## src/rtl/fir_pkg.sv

```systemverilog
// Shared constants and FSM state encoding for the FIR tap scheduler.
package fir_pkg;

    localparam int unsigned NTAPS  = 16;
    localparam int unsigned TAP_AW = 4;
    localparam int unsigned DW     = 16;

    typedef logic [1:0] fsm_state_t;

    localparam fsm_state_t StIdle  = 2'd0;
    localparam fsm_state_t StWrite = 2'd1;
    localparam fsm_state_t StRun   = 2'd2;

endpackage

```

## src/rtl/dec_4to16.sv

```systemverilog
// 4-to-16 decoder with active-low one-hot output.
module dec_4to16
    import fir_pkg::*;
(
    input  logic [TAP_AW-1:0] addr,
    output logic [15:0]       dec_n
);

    always_comb begin
        dec_n       = '1;
        dec_n[addr] = 1'b0;
    end

endmodule

```

## src/rtl/fir_tap_sched.sv

```systemverilog
// Tap scheduler for a time-multiplexed FIR MAC: sequences 16 taps per sample and
// arbitrates coefficient-bank writes, which lose to samples when both are requested.
module fir_tap_sched
    import fir_pkg::*;
#(
    parameter int unsigned NTAPS = fir_pkg::NTAPS,
    parameter int unsigned DW    = fir_pkg::DW
) (
    input  logic              clk,
    input  logic              rst_n,
    input  logic              cfg_valid,
    output logic              cfg_ready,
    input  logic [TAP_AW-1:0] cfg_addr,
    input  logic [DW-1:0]     cfg_data,
    input  logic              smp_valid,
    output logic              smp_ready,
    output logic [15:0]       coef_we_n,
    output logic [DW-1:0]     coef_wdata,
    output logic [TAP_AW-1:0] tap_idx,
    output logic              tap_valid,
    output logic              tap_first,
    output logic              tap_last,
    output logic              busy
);

    localparam logic [TAP_AW-1:0] LastTap = TAP_AW'(NTAPS - 1);

    fsm_state_t        state_q, state_d;
    logic [TAP_AW-1:0] wr_addr_q, wr_addr_d;
    logic [DW-1:0]     wr_data_q, wr_data_d;
    logic [TAP_AW-1:0] tap_q, tap_d;
    logic [15:0]       dec_n, we_n_d, we_n_q;
    logic              smp_hs, cfg_hs;

    // Readies are forced low while reset is held, even though the state already reads IDLE.
    assign smp_ready = rst_n & (state_q == StIdle);
    assign cfg_ready = rst_n & (state_q == StIdle) & ~smp_valid;
    assign smp_hs    = smp_valid & smp_ready;
    assign cfg_hs    = cfg_valid & cfg_ready;

    always_comb begin
        state_d   = state_q;
        wr_addr_d = wr_addr_q;
        wr_data_d = wr_data_q;
        tap_d     = tap_q;
        case (state_q)
            StIdle: begin
                if (smp_hs) begin
                    state_d = StRun;
                    tap_d   = '0;
                end else if (cfg_hs) begin
                    state_d   = StWrite;
                    wr_addr_d = cfg_addr;
                    wr_data_d = cfg_data;
                end
            end
            StWrite: state_d = StIdle;
            StRun: begin
                if (tap_q == LastTap) begin
                    state_d = StIdle;
                    tap_d   = '0;
                end else begin
                    tap_d = tap_q + TAP_AW'(1);
                end
            end
            default: begin
                state_d = StIdle;
                tap_d   = '0;
            end
        endcase
    end

    // Decode the address being captured so the registered strobe lines up with the WRITE cycle.
    dec_4to16 u_dec (
        .addr  (wr_addr_d),
        .dec_n (dec_n)
    );

    assign we_n_d = (state_d == StWrite) ? dec_n : '1;

    always_ff @(posedge clk or negedge rst_n) begin
        if (!rst_n) begin
            state_q   <= StIdle;
            wr_addr_q <= '0;
            wr_data_q <= '0;
            tap_q     <= '0;
            we_n_q    <= '1;
        end else begin
            state_q   <= state_d;
            wr_addr_q <= wr_addr_d;
            wr_data_q <= wr_data_d;
            tap_q     <= tap_d;
            we_n_q    <= we_n_d;
        end
    end

    assign coef_we_n  = we_n_q;
    assign coef_wdata = wr_data_q;
    assign tap_idx    = tap_q;
    assign tap_valid  = (state_q == StRun);
    assign tap_first  = tap_valid & (tap_q == '0);
    assign tap_last   = tap_valid & (tap_q == LastTap);
    assign busy       = (state_q != StIdle);

endmodule

```

## config.mk

```make
export PLATFORM = sky130hd
export DESIGN_NAME = fir_tap_sched
export DESIGN_NICKNAME = d
export VERILOG_FILES = /design/src/rtl/fir_pkg.sv /design/src/rtl/dec_4to16.sv /design/src/rtl/fir_tap_sched.sv
export SDC_FILE = /design/constraint.sdc
export NUM_CORES = 1
export LEC_CHECK = 0
export ABC_AREA = 1
export BUFFER_PORTS_ARGS = -buffer_cell sky130_fd_sc_hd__buf_2
export CELL_PAD_IN_SITES_DETAIL_PLACEMENT = 0
export CELL_PAD_IN_SITES_GLOBAL_PLACEMENT = 1
export CORE_MARGIN = 5
export CORE_UTILIZATION = 32
export CTS_CLUSTER_SIZE = 40
export DETAILED_ROUTE_END_ITERATION = 8
export PLACE_DENSITY = 0.74
export REMOVE_ABC_BUFFERS = 1
export SLEW_MARGIN = 20
export SYNTH_ARGS = -nofsm -noshare
export SYNTH_HDL_FRONTEND = slang
export SYNTH_SLANG_ARGS = --single-unit
```

## constraint.sdc

```tcl
create_clock -name clk -period 1.2 [get_ports clk]
set_input_delay 0.06 -clock clk [delete_from_list [all_inputs] [get_ports clk]]
set_output_delay 0.06 -clock clk [all_outputs]
set_load 0.05 [all_outputs]
```

==> results <==
- Setup violations remaining at the end of the flow were counted as 29.
- For this run, the share of the core covered by cells in the final layout is 0.5337.
- The final reports fail on setup timing.
- The maximum operating frequency is 0.7105 GHz.
- The total leakage power is 0.001404 µW.
- The met2 capacity usage during global routing is 0.2133.
- The most common cell after layout, fill and taps aside is sky130_fd_sc_hd__nand2_1.
- Once detail routing completed, the nets flagged for antenna violations numbered 0.
- Across the VDD grid, the largest voltage drop is 1.233 mV.
- The tree is rooted in a sky130_fd_sc_hd__clkbuf_8.
- The flow ran to the end, but the final reports show violations.
- For this configuration, the core starts out at a cell density of 0.3353.
- The post-synth design cell area is 1745 µm².
- In this run, distinct cell masters in the synthesized netlist total 25.
- The area of the core is 5205 µm².
- The number of failing hold endpoints at the final stage is 0.
- In the routed design, unresolved DRC markers number 0.
- Across the run, the number of max-cap violations was 0.
- met2 is the most crowded layer.
- The critical path startpoint is state_q[1]$_DFF_PN0_.
- The share of the Yosys chip area taken by registers is 0.6136.
- In this run, the number of DRC markers left after iteration 0 of detailed routing was 35.
- The number of global-route vias before repair is ~1500.
- For met3 alone, demand over resource in global routing was 0.04146.
- The library cells used most frequently in the layout, excluding fill and tap cells, are 71 x sky130_fd_sc_hd__nand2_1, 59 x sky130_fd_sc_hd__buf_2, 26 x sky130_fd_sc_hd__dfrtp_1.
- The worst path required time is 1140 ps.
- Entering global routing, the biggest net connects 18 pins.
- The maximum fanout count along the critical path is 3.
- The max-slew violation count was 0.
- The average detailed-routed wire length per instance is ~12 µm.
- At the end of routability-driven placement, the weighted congestion stood at 0.7235.
- The die area is roughly 7000 µm².
- For this design the top-level I/O count stands at between 60 and 70.
- After the last flow step, the layout net total stands at 318.
- After clock tree synthesis, the clock-pin slew on the worst setup and hold paths is 70 ps.
- The wire length of the first global-routing pass is 7251 µm.
- The maximum clock skew at final layout is 6.031 ps.
- At the pin with the least slew margin, the transition time is 259.9 ps.
- The worst hold path begins at cfg_addr[2].
- The worst pin sits at a relative slew slack of 0.8279.
- The repair_antennas step left the layout with diodes totalling 0.
- The worst setup path category is reg -> out.
- For this design the ratio of total power to cell area is 2504 nW/µm².
- The x dimension of the die is roughly 84 µm.
- The number of antenna violations at the first check in global routing is 0.
- Buffers inserted during clock tree synthesis total 5.
- The number of port buffers is 65.
- The clock sink total is 42.
- From synthesis to final layout, the design area changed by 59.14%.
- The wire length after detailed routing is 4256 µm.
- In this run the deepest clock path goes through 2 buffers.
- The number of filler instances in the final layout is 513.
- The overflow left after global routing is 0.
- The startpoint class of the critical path is a flop.
- The overall power after layout is 6956 µW.
- Of the cells placed in the final design, the portion with a size suffix greater than 1 is 0.5119.
- After detailed routing, the number of vias per cell comes to 4.143.
- The H-tree was split into 2 levels.
- The nature of the critical path endpoint is a primary output.
- The number of rows created at floorplan is 26.
- Summing over every cut layer, the via total after detailed routing is 1504.
- The met1 track demand over resource in global routing is 0.1560.
- The minimum setup slack in the final design is -207.4 ps.
- The later pin in the worst-skew pair is clocked with a latency of 290 ps.
- The yosys synthesis warning count is 0.
- The post-synthesis area per instance is between 9 and 10 µm².
- Counting I/O delays and the setup requirement, the final critical path takes around 1400 ps.
- STA puts the critical path data arrival time at approximately 1400 ps.
- Across every metal layer, demand over resource in global routing totals 0.1278.
- The gate count of the mapped netlist is ~190.
- TritonCTS built the clock tree.
- The share of the clock period used by the worst path is 1.173.
- The number of search-and-repair iterations in the first detailed-routing pass is 3.
- The floorplan step set the die height to between 80 and 90 µm.
- After synthesis the netlist holds a flip-flop and latch count of 42.
- The min-delay analysis places its worst path in the category in -> reg.
- The HPWL after detailed placement is 2986 µm.
- The worst register-to-register path begins at state_q[1]$_DFF_PN0_.
- Setup repair after global routing could not meet its margin everywhere.
==> critical path, cell delays in order (launching register included) <==
cell                      delay, ps
sky130_fd_sc_hd__dfrtp_1        390
sky130_fd_sc_hd__inv_1           90
sky130_fd_sc_hd__nor2_2         110
sky130_fd_sc_hd__inv_1          100
sky130_fd_sc_hd__nor3_2         200
sky130_fd_sc_hd__buf_6          180
==> synth_stat cells <==
cell	number	area, µm²
sky130_fd_sc_hd__nor2_1	6	22.52
sky130_fd_sc_hd__dfstp_2	16	420.4
sky130_fd_sc_hd__nand3_1	2	10.01
sky130_fd_sc_hd__inv_2	1	3.750
sky130_fd_sc_hd__nor2_2	5	31.28
sky130_fd_sc_hd__o21ai_2	1	8.760
sky130_fd_sc_hd__buf_6	1	11.26
sky130_fd_sc_hd__nor3_1	2	10.01
sky130_fd_sc_hd__buf_4	1	7.510
sky130_fd_sc_hd__ha_1	2	25.02
sky130_fd_sc_hd__o21ai_0	2	10.01
sky130_fd_sc_hd__nand2_4	3	33.78
sky130_fd_sc_hd__o21ai_1	1	5.000
sky130_fd_sc_hd__o22ai_1	1	6.260
sky130_fd_sc_hd__inv_1	19	71.32
sky130_fd_sc_hd__a21oi_1	2	10.01
sky130_fd_sc_hd__clkbuf_1	1	3.750
sky130_fd_sc_hd__nand2_2	4	25.02
sky130_fd_sc_hd__nand2_1	83	311.6
sky130_fd_sc_hd__buf_2	1	5.000
sky130_fd_sc_hd__nor2_4	2	22.52
sky130_fd_sc_hd__nand3_2	1	10.01
sky130_fd_sc_hd__xnor2_1	1	8.760
sky130_fd_sc_hd__nand4_4	1	21.27
sky130_fd_sc_hd__dfrtp_1	26	650.6
==> where the power goes <==
part / switching [µW] / internal (µW) / leakage, µW / total (µW)
clock: 455 / 622 / 0.0000524 / 1080
sequential: 286 / 1850 / 0.000495 / 2130
combinational: 2590 / 1150 / 0.000857 / 3750
total: 3330 / 3620 / 0.00140 / 6960
==> stage by stage <==
step	instance area (µm²)	setup WS (ps)	hold WS [ps]	cells	TNS (ps)
after global placement	2243	-188.8	-102.6	331	-2483
after global routing	2778	-282.1	80.46	363	-5954
after CTS	2704	-194.9	53.46	362	-3618
after floorplan	1718	-1277	-235.6	181	-8937
after detailed placement	2243	-195.1	-101.6	331	-2772
final	2778	-207.4	82.16	363	-3226
==> sequential cells by signal (all words and copies together) (netlist names) <==
| signal | cells |
|---|---|
| coef_wdata | 16 |
| coef_we_n | 16 |
| tap_idx | 4 |
| wr_addr_q | 4 |
| state_q | 2 |
==> layout make-up <==
| type | count | area [µm²] | area share |
|---|---|---|---|
| clock inverters | 1 | 30.03 | 0.01081 |
| well taps | 70 | 87.58 | 0.03153 |
| flip-flops and latches | 42 | 1071 | 0.3856 |
| clock buffers | 7 | 76.32 | 0.02748 |
| repair buffers | 104 | 744.5 | 0.2680 |
| inverters | 20 | 75.07 | 0.02703 |
| multi-input cells | 119 | 693.2 | 0.2495 |
==> worst paths after layout <==
kind | end | slack (ps) | depth (start not counted)
max | tap_first | -210 | 5
min | wr_addr_q[2]$_DFF_PN0_ | 80 | 3
max reg2reg | coef_we_n[5]$_DFF_PN1_ | -180 | 8
min reg2reg | coef_wdata[14]$_DFFE_PN0P_ | 480 | 2
max in group asynchronous | coef_we_n[4]$_DFF_PN1_ | 520 | 3
min in group asynchronous | state_q[0]$_DFF_PN0_ | 200 | 2
==> cells by family after synthesis <==
logic type / synth area share
fa+ha+maj: 0.01433
flops: 0.6136
xor+xnor: 0.005019
compound gates: 0.02294
simple gates: 0.2853
buf+inv: 0.05878
==> what timing repair did <==
item                                    4_1_cts  5_1_grt
endpoints found under the hold margin        26        0
buffers inserted                              3        1
resized for setup                            36       20
cloned                                        0        0
endpoints found under the setup margin       40       42
pin swaps                                     6        2
hold buffers                                 20        0
==> layer usage <==
layer	up-vias	part of all wire
li1	761	-
met1	695	0.43
met2	41	0.49
met3	7	0.057
met4	0	0.017
met5	-	0
No activity file was read; power rests on OpenSTA's default activity.
